===== config.mk =====
export PLATFORM = sky130hd
export DESIGN_NAME = vram_arbiter
export DESIGN_NICKNAME = d
export VERILOG_FILES = /design/src/rtl/vram_pkg.sv /design/src/rtl/vram_wbuf.sv /design/src/rtl/vram_arbiter.sv
export SDC_FILE = /design/constraint.sdc
export NUM_CORES = 1
export LEC_CHECK = 0
export ABC_AREA = 1
export ABC_CLOCK_PERIOD_IN_PS = 1700
export BUFFER_PORTS_ARGS = -buffer_cell sky130_fd_sc_hd__buf_4
export CAP_MARGIN = 20
export CORE_ASPECT_RATIO = 0.6
export CORE_MARGIN = 4
export CORE_UTILIZATION = 30
export CTS_BUF_LIST = sky130_fd_sc_hd__clkbuf_4 sky130_fd_sc_hd__clkbuf_8
export DETAILED_ROUTE_END_ITERATION = 8
export MAX_ROUTING_LAYER = met4
export PLACE_DENSITY = 0.62
export REMOVE_ABC_BUFFERS = 1
export SLEW_MARGIN = 20
export SYNTH_ARGS = -nofsm -noshare
export SYNTH_HDL_FRONTEND = slang
export SYNTH_HIERARCHICAL = 1
export SYNTH_SLANG_ARGS = --single-unit

===== constraint.sdc =====
create_clock -name clock_25 -period 1.7 [get_ports clock_25]
set_input_delay 0.255 -clock clock_25 [delete_from_list [all_inputs] [get_ports clock_25]]
set_output_delay 0.255 -clock clock_25 [all_outputs]
set_load 0.02 [all_outputs]

===== src/rtl/vram_pkg.sv =====
// Shared definitions for the video RAM arbiter: default bus widths and CPU-side state encoding.
// Latency: n/a (types and constants only).
// Backpressure: n/a.
package vram_pkg;

    localparam int VRAM_ADDR_W = 13;   // 8 KB: 4 KB text/attributes + 4 KB 8x16 font
    localparam int VRAM_DATA_W = 8;

    // CPU access sequencing; the display path has no state of its own.
    typedef enum logic [1:0] {
        S_IDLE  = 2'd0,   // a new CPU request may be taken
        S_RDATA = 2'd1,   // RAM read data returning this cycle
        S_ACK   = 2'd2    // cpu_ack high for exactly this cycle
    } vram_state_t;

endpackage


===== src/rtl/vram_wbuf.sv =====
// One-entry posted write buffer for CPU writes into video RAM, with address match for read forwarding.
// Latency: load visible on wb_valid/wb_address/wb_data the cycle after load; hit is combinational.
// Backpressure: none internally; load wins over drain in the same cycle (drain-and-refill).
// Ports: load/load_address/load_data capture a write; drain empties the entry;
//        match_address is compared full-width against the held address to produce hit.
module vram_wbuf
    import vram_pkg::*;
#(
    parameter int ADDR_W = VRAM_ADDR_W,
    parameter int DATA_W = VRAM_DATA_W
) (
    input  logic              clock_25,
    input  logic              reset_n,
    input  logic              load,
    input  logic              drain,
    input  logic [ADDR_W-1:0] load_address,
    input  logic [DATA_W-1:0] load_data,
    input  logic [ADDR_W-1:0] match_address,
    output logic              wb_valid,
    output logic [ADDR_W-1:0] wb_address,
    output logic [DATA_W-1:0] wb_data,
    output logic              hit
);

    always_ff @(posedge clock_25 or negedge reset_n) begin
        if (!reset_n) begin
            wb_valid   <= 1'b0;
            wb_address <= '0;
            wb_data    <= '0;
        end else if (load) begin
            wb_valid   <= 1'b1;
            wb_address <= load_address;
            wb_data    <= load_data;
        end else if (drain) begin
            wb_valid   <= 1'b0;
        end
    end

    assign hit = wb_valid && (wb_address == match_address);

endmodule


===== src/rtl/vram_arbiter.sv =====
// Arbitrates the single-port video RAM between the display fetcher (always first) and the CPU.
// Latency: display data 1 cycle after disp_req; CPU write/forwarded read ack +1, RAM read ack +2 after issue.
// Backpressure: CPU held via req/ack; display never stalls, so continuous disp_req starves the CPU.
// Ports: disp_* display read port; cpu_* req/ack CPU port; wb_empty reports an empty write buffer;
//        ram_* drive the synchronous single-port RAM (read data returns one cycle after address).
module vram_arbiter
    import vram_pkg::*;
#(
    parameter int ADDR_W = VRAM_ADDR_W,
    parameter int DATA_W = VRAM_DATA_W
) (
    input  logic              clock_25,
    input  logic              reset_n,
    input  logic              disp_req,
    input  logic [ADDR_W-1:0] disp_address,
    output logic [DATA_W-1:0] disp_data,
    input  logic              cpu_req,
    input  logic              cpu_we,
    input  logic [ADDR_W-1:0] cpu_address,
    input  logic [DATA_W-1:0] cpu_wdata,
    output logic [DATA_W-1:0] cpu_rdata,
    output logic              cpu_ack,
    output logic              wb_empty,
    output logic [ADDR_W-1:0] ram_address,
    output logic              ram_we,
    output logic [DATA_W-1:0] ram_wdata,
    input  logic [DATA_W-1:0] ram_rdata
);

    vram_state_t       state;
    logic [ADDR_W-1:0] address_hold;   // last address driven, kept on idle cycles

    logic              wb_valid;
    logic [ADDR_W-1:0] wb_address;
    logic [DATA_W-1:0] wb_data;
    logic              wb_hit;

    logic idle_req;
    logic rd_forward;
    logic rd_issue;
    logic wb_drain;
    logic wr_accept;

    always_comb begin
        idle_req   = (state == S_IDLE) && cpu_req;
        rd_forward = idle_req && !cpu_we && wb_hit;
        // A read needing RAM takes the first display-free slot, ahead of a drain;
        // with no buffer hit the addresses differ, so the reorder is invisible.
        rd_issue   = idle_req && !cpu_we && !wb_hit && !disp_req;
        wb_drain   = wb_valid && !disp_req && !rd_issue;
        // A full buffer can still accept if it empties into RAM this same cycle.
        wr_accept  = idle_req && cpu_we && (!wb_valid || wb_drain);
    end

    always_comb begin
        ram_address = address_hold;
        ram_we      = 1'b0;
        if (disp_req) begin
            ram_address = disp_address;
        end else if (rd_issue) begin
            ram_address = cpu_address;
        end else if (wb_valid) begin
            ram_address = wb_address;
            ram_we      = 1'b1;
        end
    end

    assign ram_wdata = wb_data;
    assign disp_data = ram_rdata;
    assign wb_empty  = !wb_valid;

    vram_wbuf #(
        .ADDR_W (ADDR_W),
        .DATA_W (DATA_W)
    ) u_wbuf (
        .clock_25      (clock_25),
        .reset_n       (reset_n),
        .load          (wr_accept),
        .drain         (wb_drain),
        .load_address  (cpu_address),
        .load_data     (cpu_wdata),
        .match_address (cpu_address),
        .wb_valid      (wb_valid),
        .wb_address    (wb_address),
        .wb_data       (wb_data),
        .hit           (wb_hit)
    );

    always_ff @(posedge clock_25 or negedge reset_n) begin
        if (!reset_n) begin
            state        <= S_IDLE;
            cpu_ack      <= 1'b0;
            cpu_rdata    <= '0;
            address_hold <= '0;
        end else begin
            address_hold <= ram_address;
            cpu_ack      <= 1'b0;
            case (state)
                S_IDLE: begin
                    if (rd_forward) begin
                        cpu_rdata <= wb_data;
                        cpu_ack   <= 1'b1;
                        state     <= S_ACK;
                    end else if (wr_accept) begin
                        cpu_ack   <= 1'b1;
                        state     <= S_ACK;
                    end else if (rd_issue) begin
                        state     <= S_RDATA;
                    end
                end
                S_RDATA: begin
                    cpu_rdata <= ram_rdata;
                    cpu_ack   <= 1'b1;
                    state     <= S_ACK;
                end
                S_ACK: begin
                    // The finishing request may still be high here; it must not restart.
                    state <= S_IDLE;
                end
                default: begin
                    state <= S_IDLE;
                end
            endcase
        end
    end

endmodule


Yosys cells after proc, flatten, opt, wreduce, memory -nomap -nowiden

Index checks and enable logic that the tools add are counted.

Bits in registers: 46
Output and inout bits: 40
Word-level logic and storage cells: 48

Equal/unequal tests: 4
Multiplexer cells: 17
Reduce and logical (&&, ||, !) cells: 20

Operators by type and width:

| cell                 | number |
|---|---|
| $mux W13             | 3 |
| $pmux W8 S2          | 1 |
| $eq A13 B13 Y1       | 1 |
| $logic_and A1 B1 Y1  | 10 |
| $mux W8              | 1 |
| $mux W1              | 7 |
| $mux W2              | 3 |
| $logic_not A1 Y1     | 5 |
| $ne A4 B3 Y1 const B | 1 |
| $pmux W2 S2          | 1 |
| $reduce_bool A2 Y1   | 2 |
| $eq A2 B1 Y1 const B | 1 |
| $logic_not A2 Y1     | 1 |
| $ne A2 B2 Y1 const B | 1 |
| $pmux W1 S2          | 1 |
| $reduce_and A2 Y1    | 1 |
| $logic_or A1 B1 Y1   | 1 |

Longest topological paths before layout

Depth after elaboration: 12
Gate-level depth with buffers: 13
Gate-level depth less buffers: 13

Hierarchy

Netlist, hierarchy kept.

Modules (own cells, without submodules):

| module       | instances | cells an instance | area an instance (um^2) | seq. area each (um^2) |
|---|---|---|---|---|
| vram_arbiter | 1         | 203               | 1482.7                  | 600.6 |
| vram_wbuf    | 1         | 145               | 1053.5                  | 550.5 |

Least setup slack after synthesis

Ideal clock, no wire load.

Path type: reg-to-output
Start: register u_wbuf.wb_address[8]
End: output port ram_address[10]
Arrival time: 1418 ps
Data required time: 1445 ps
Path slack: 27 ps
Stages on the path, launching flop included: 13
Cells stage by stage: dfrtp_1 > inv_1 > nand2_1 > nand2_1 > inv_1 > nand2_1 > nor2_1 > nand2_1 > nor2_2 > nor2_2 > buf_4 > nand4_1 > nand3_1

Word-level cells in the longest chain between the ends: 7

Ends and longest elaborated chain:

| element                          | RTL line           | source |
|---|---|---|
| start, declared                  | vram_wbuf.sv:20    | `output logic [ADDR_W-1:0] wb_address,` |
| start signal, assigned           | vram_wbuf.sv:32    | `wb_address <= load_address;` |
| $eq A13 B13 Y1                   | vram_wbuf.sv:39    | `assign hit = wb_valid && (wb_address == match_address);` |
| $logic_and A1 B1 Y1              | vram_wbuf.sv:39    |  |
| net wb_hit                       | vram_arbiter.sv:36 | `logic wb_hit;` |
| $logic_not A1 Y1                 | vram_arbiter.sv:49 | `rd_issue = idle_req && !cpu_we && !wb_hit && !disp_req;` |
| $logic_and A1 B1 Y1 (2 in a row) | vram_arbiter.sv:49 |  |
| $mux W13                         | vram_arbiter.sv:60 | `end else if (rd_issue) begin` |
| $mux W13                         | vram_arbiter.sv:58 | `if (disp_req) begin` |
| end, declared                    | vram_arbiter.sv:24 | `output logic [ADDR_W-1:0] ram_address,` |

The timed path passes the listed nets, and every way through them passes these cells.

Worst setup path after layout

Start: register u_wbuf.wb_address[9]
End: output port ram_address[3]

Same word-level chain as after synthesis.

==> results.yml <==
outcome:
  status: "finished with violations"
  violations: "setup timing"
die:
  fp.coreArea_mm2: 0.00804
  chipHeight_um: 79.2
  row_count: 25
  die_width_um: 127
  die-area_mm2: 0.0100
  ioPinCount: 87
  start_util: 0.315
critical_path:
  cp.required_ns: 1.44
  critPathCaptureType: "primary output"
  crit_type: "reg -> out"
  cp_max_fo: 13
  startpoint_type: "register"
  arrival_ns: 1.95
power_and_ir_drop:
  p_leak_nw: 2.04
  p_clk_frac: 0.150
  power_density_mw_per_mm2: 1270
  p_sw_frac: 0.413
  p_sw_w: 0.00199
  p_int_w: 0.00282
  p_comb_frac: 0.497
  ir_worst_vdd_mv: 0.574
  power_frac_seq: 0.354
  power_w: 0.00481
global_routing:
  grt_start_max_net_pins: 47
  grt_pass1_vias: 2492
  grt_pass1_wl_um: 13200
  overflow: 0
  grt_usage: 0.171
  antenna_found_initial: 0
drt:
  dr.first_iter.drc_count: 231
  ant_nets: 0
  first_pass_iters: 4
  wl_per_cell_um: 14.6
  vias_per_cell: 4.57
  drc: 0
  routed_wl_um: 8340
  vias: 2607
placement:
  dp.cells: 550
  port_buffers: 86
  hpwl_um: 5920
  place_congestion: 0.876
  postPlaceCellArea_mm2: 0.00338
final_layout:
  area_growth_pct: 49.5
  layout-drive-gt1-share: 0.394
  stdcell_count: 570
  n_antenna_cell: 0
  finalInstanceArea_mm2: 0.00379
  nNetsFinal: 508
cts:
  clockRootBuffer: "clkbuf_8"
  cts_tree: "built"
  insertion_delay_ns: 0.30
  h-tree-depth: 2
  cts_buffer_depth: 2
  clock_sinks: 46
  cts.clk_slew.worst_paths_ns: 0.09
  cts_buffers: 5
logic_synthesis:
  synth.ff_latch_count: 46
  synth_cells: 348
  ys_seq_area_frac: 0.454
  synth.area.top_cells: "dfrtp_1, nand2_1, nand3_1, inv_1, o21ai_0"
  synth.distinct_cells: 21
  synthesis.area_mm2: 0.00254
  yosysTopAreaCell: "dfrtp_1"
  ys.warnings.count: 6
  syn_avg_cell_area_um2: 7.29
  synth_top_area_frac: 0.454
timing:
  worst_slew_pin_slew_ns: 0.604
  period_minus_slack_ns: 2.20
  slew_headroom: 0.597
  hold_viol_final: 0
  maxSlewViolCount: 0
  setup_viol: 28
  period_share: 1.30
  fin_ws_ns: -0.502
  clock_skew_ns: 0.00614
  rsz0062_at_grt: "yes"
  fmax_mhz: 454
  setup_tns_ns: -9.92
hold_path:
  hold_class: "in -> reg"
run:
  drv_cap: 0
registers in the layout, indices dropped and copies added (netlist names):
register           cells
address_hold          13
u_wbuf/wb_address     13
cpu_rdata              8
u_wbuf/wb_data         8
state                  2
cpu_ack                1
u_wbuf/wb_valid        1
layout by cell type (no fill, tap or decap), types with 2 or more instances in the layout:
master | synthesis | final
xnor2_1 | 2 | 2
nor2_1 | 25 | 23
buf_6 | 4 | 21
o21ai_1 | 3 | 4
nand2_2 | 3 | 15
inv_4 | 0 | 2
nor2_2 | 2 | 2
o21ai_0 | 20 | 19
buf_4 | 11 | 105
nand3_1 | 32 | 17
nand3_4 | 1 | 2
nand4_1 | 14 | 14
a21oi_1 | 6 | 6
inv_1 | 27 | 22
dfrtp_1 | 46 | 46
inv_2 | 3 | 6
nor2_4 | 1 | 3
nand2_1 | 138 | 126
clkbuf_8 | 0 | 6
nand3_2 | 0 | 15
kinds of logic (layout without fill, tap and decap cells):
group / Yosys count / count (layout) / share of synthesized area
AND/OR/NAND/NOR: 217 / 218 / 0.367
flip-flops: 46 / 46 / 0.454
buffers and inverters: 53 / 166 / 0.110
AO/OA/AOI/OAI: 30 / 30 / 0.0622
XOR/XNOR: 2 / 2 / 0.00691
power groups by stage:
stage	combinational [W]	sequential, W	clock [W]
final	0.00239	0.00170	0.000719
after global routing	0.00263	0.00174	0.000787
after CTS	0.00228	0.00169	0.000738
after detailed placement	0.00211	0.00171	0
after global placement	0.00208	0.00170	0
after floorplan	0.000909	0.00187	0
area by class of cell:
type / instances / area (um2)
clock buffer: 6 / 82.6
clock inverter: 2 / 12.5
fill: 816 / 4250
inverter: 30 / 118
multi-input combinational: 250 / 1240
sequential: 46 / 1150
tap: 108 / 135
timing repair buffer: 128 / 1050
critical path: stages, from the launching register on:
cell and delay, ns:
dfrtp_1 0.42, inv_2 0.08, nand2_2 0.05, nand2_2 0.09, nand2_1 0.06, nor2_1 0.11
nand2_1 0.08, nor2_2 0.17, nor2_4 0.08, buf_8 0.16, nand4_1 0.10, nand3_2 0.11
buf_6 0.15
path summary, 6_finish.rpt:
path	startpoint	to	slack (ns)	cells past startpoint
setup reg to reg	u_wbuf/wb_address[9]	cpu_rdata[7]	-0.34	15
max in group asynchronous	reset_n	u_wbuf/wb_valid	0.79	2
min in group asynchronous	reset_n	u_wbuf/wb_address[10]	0.51	2
hold / removal	cpu_wdata[3]	u_wbuf/wb_data[3]	0.15	3
setup / recovery	u_wbuf/wb_address[9]	ram_address[3]	-0.50	12
hold reg to reg	u_wbuf/wb_data[4]	u_wbuf/wb_data[4]	0.51	2
Yosys cell counts:
master,count
a21oi_1,6
dfrtp_1,46
nand2_1,138
nor2_2,2
buf_4,11
buf_2,7
nor2_4,1
inv_2,3
nand4_1,14
nand2_4,1
inv_1,27
o21ai_0,20
xnor2_1,2
buf_6,4
nand2_2,3
nand3_1,32
o21ai_1,3
nor2_1,25
nand3_4,1
clkbuf_1,1
o211ai_2,1
per-layer routing:
metal | GRT usage | up-vias | share of wire
met3 | 0.0249 | 2 | 0.057
met4 | 0.0289 | 0 | 0.0043
met5 | - | - | 0
li1 | - | 1324 | -
met1 | 0.262 | 1199 | 0.50
met2 | 0.241 | 82 | 0.43
timing repair:
item,4_1_cts,5_1_grt
resized for setup,45,22
buffers inserted,7,4
setup endpoints to repair,16,57
endpoints found under the hold margin,46,0
pin swaps,5,8
cloned,1,1
hold buffers,1,0
stage by stage:
stage	setup slack, ns	util	hold slack [ns]
after floorplan	-0.221	-	-0.0406
after global placement	-0.174	0.421	0.309
after detailed placement	-0.201	0.421	0.306
after CTS	-0.475	0.464	0.147
after global routing	-0.614	0.472	0.147
final	-0.502	0.472	0.155
Note: power is estimated with default switching activity, not from simulation.
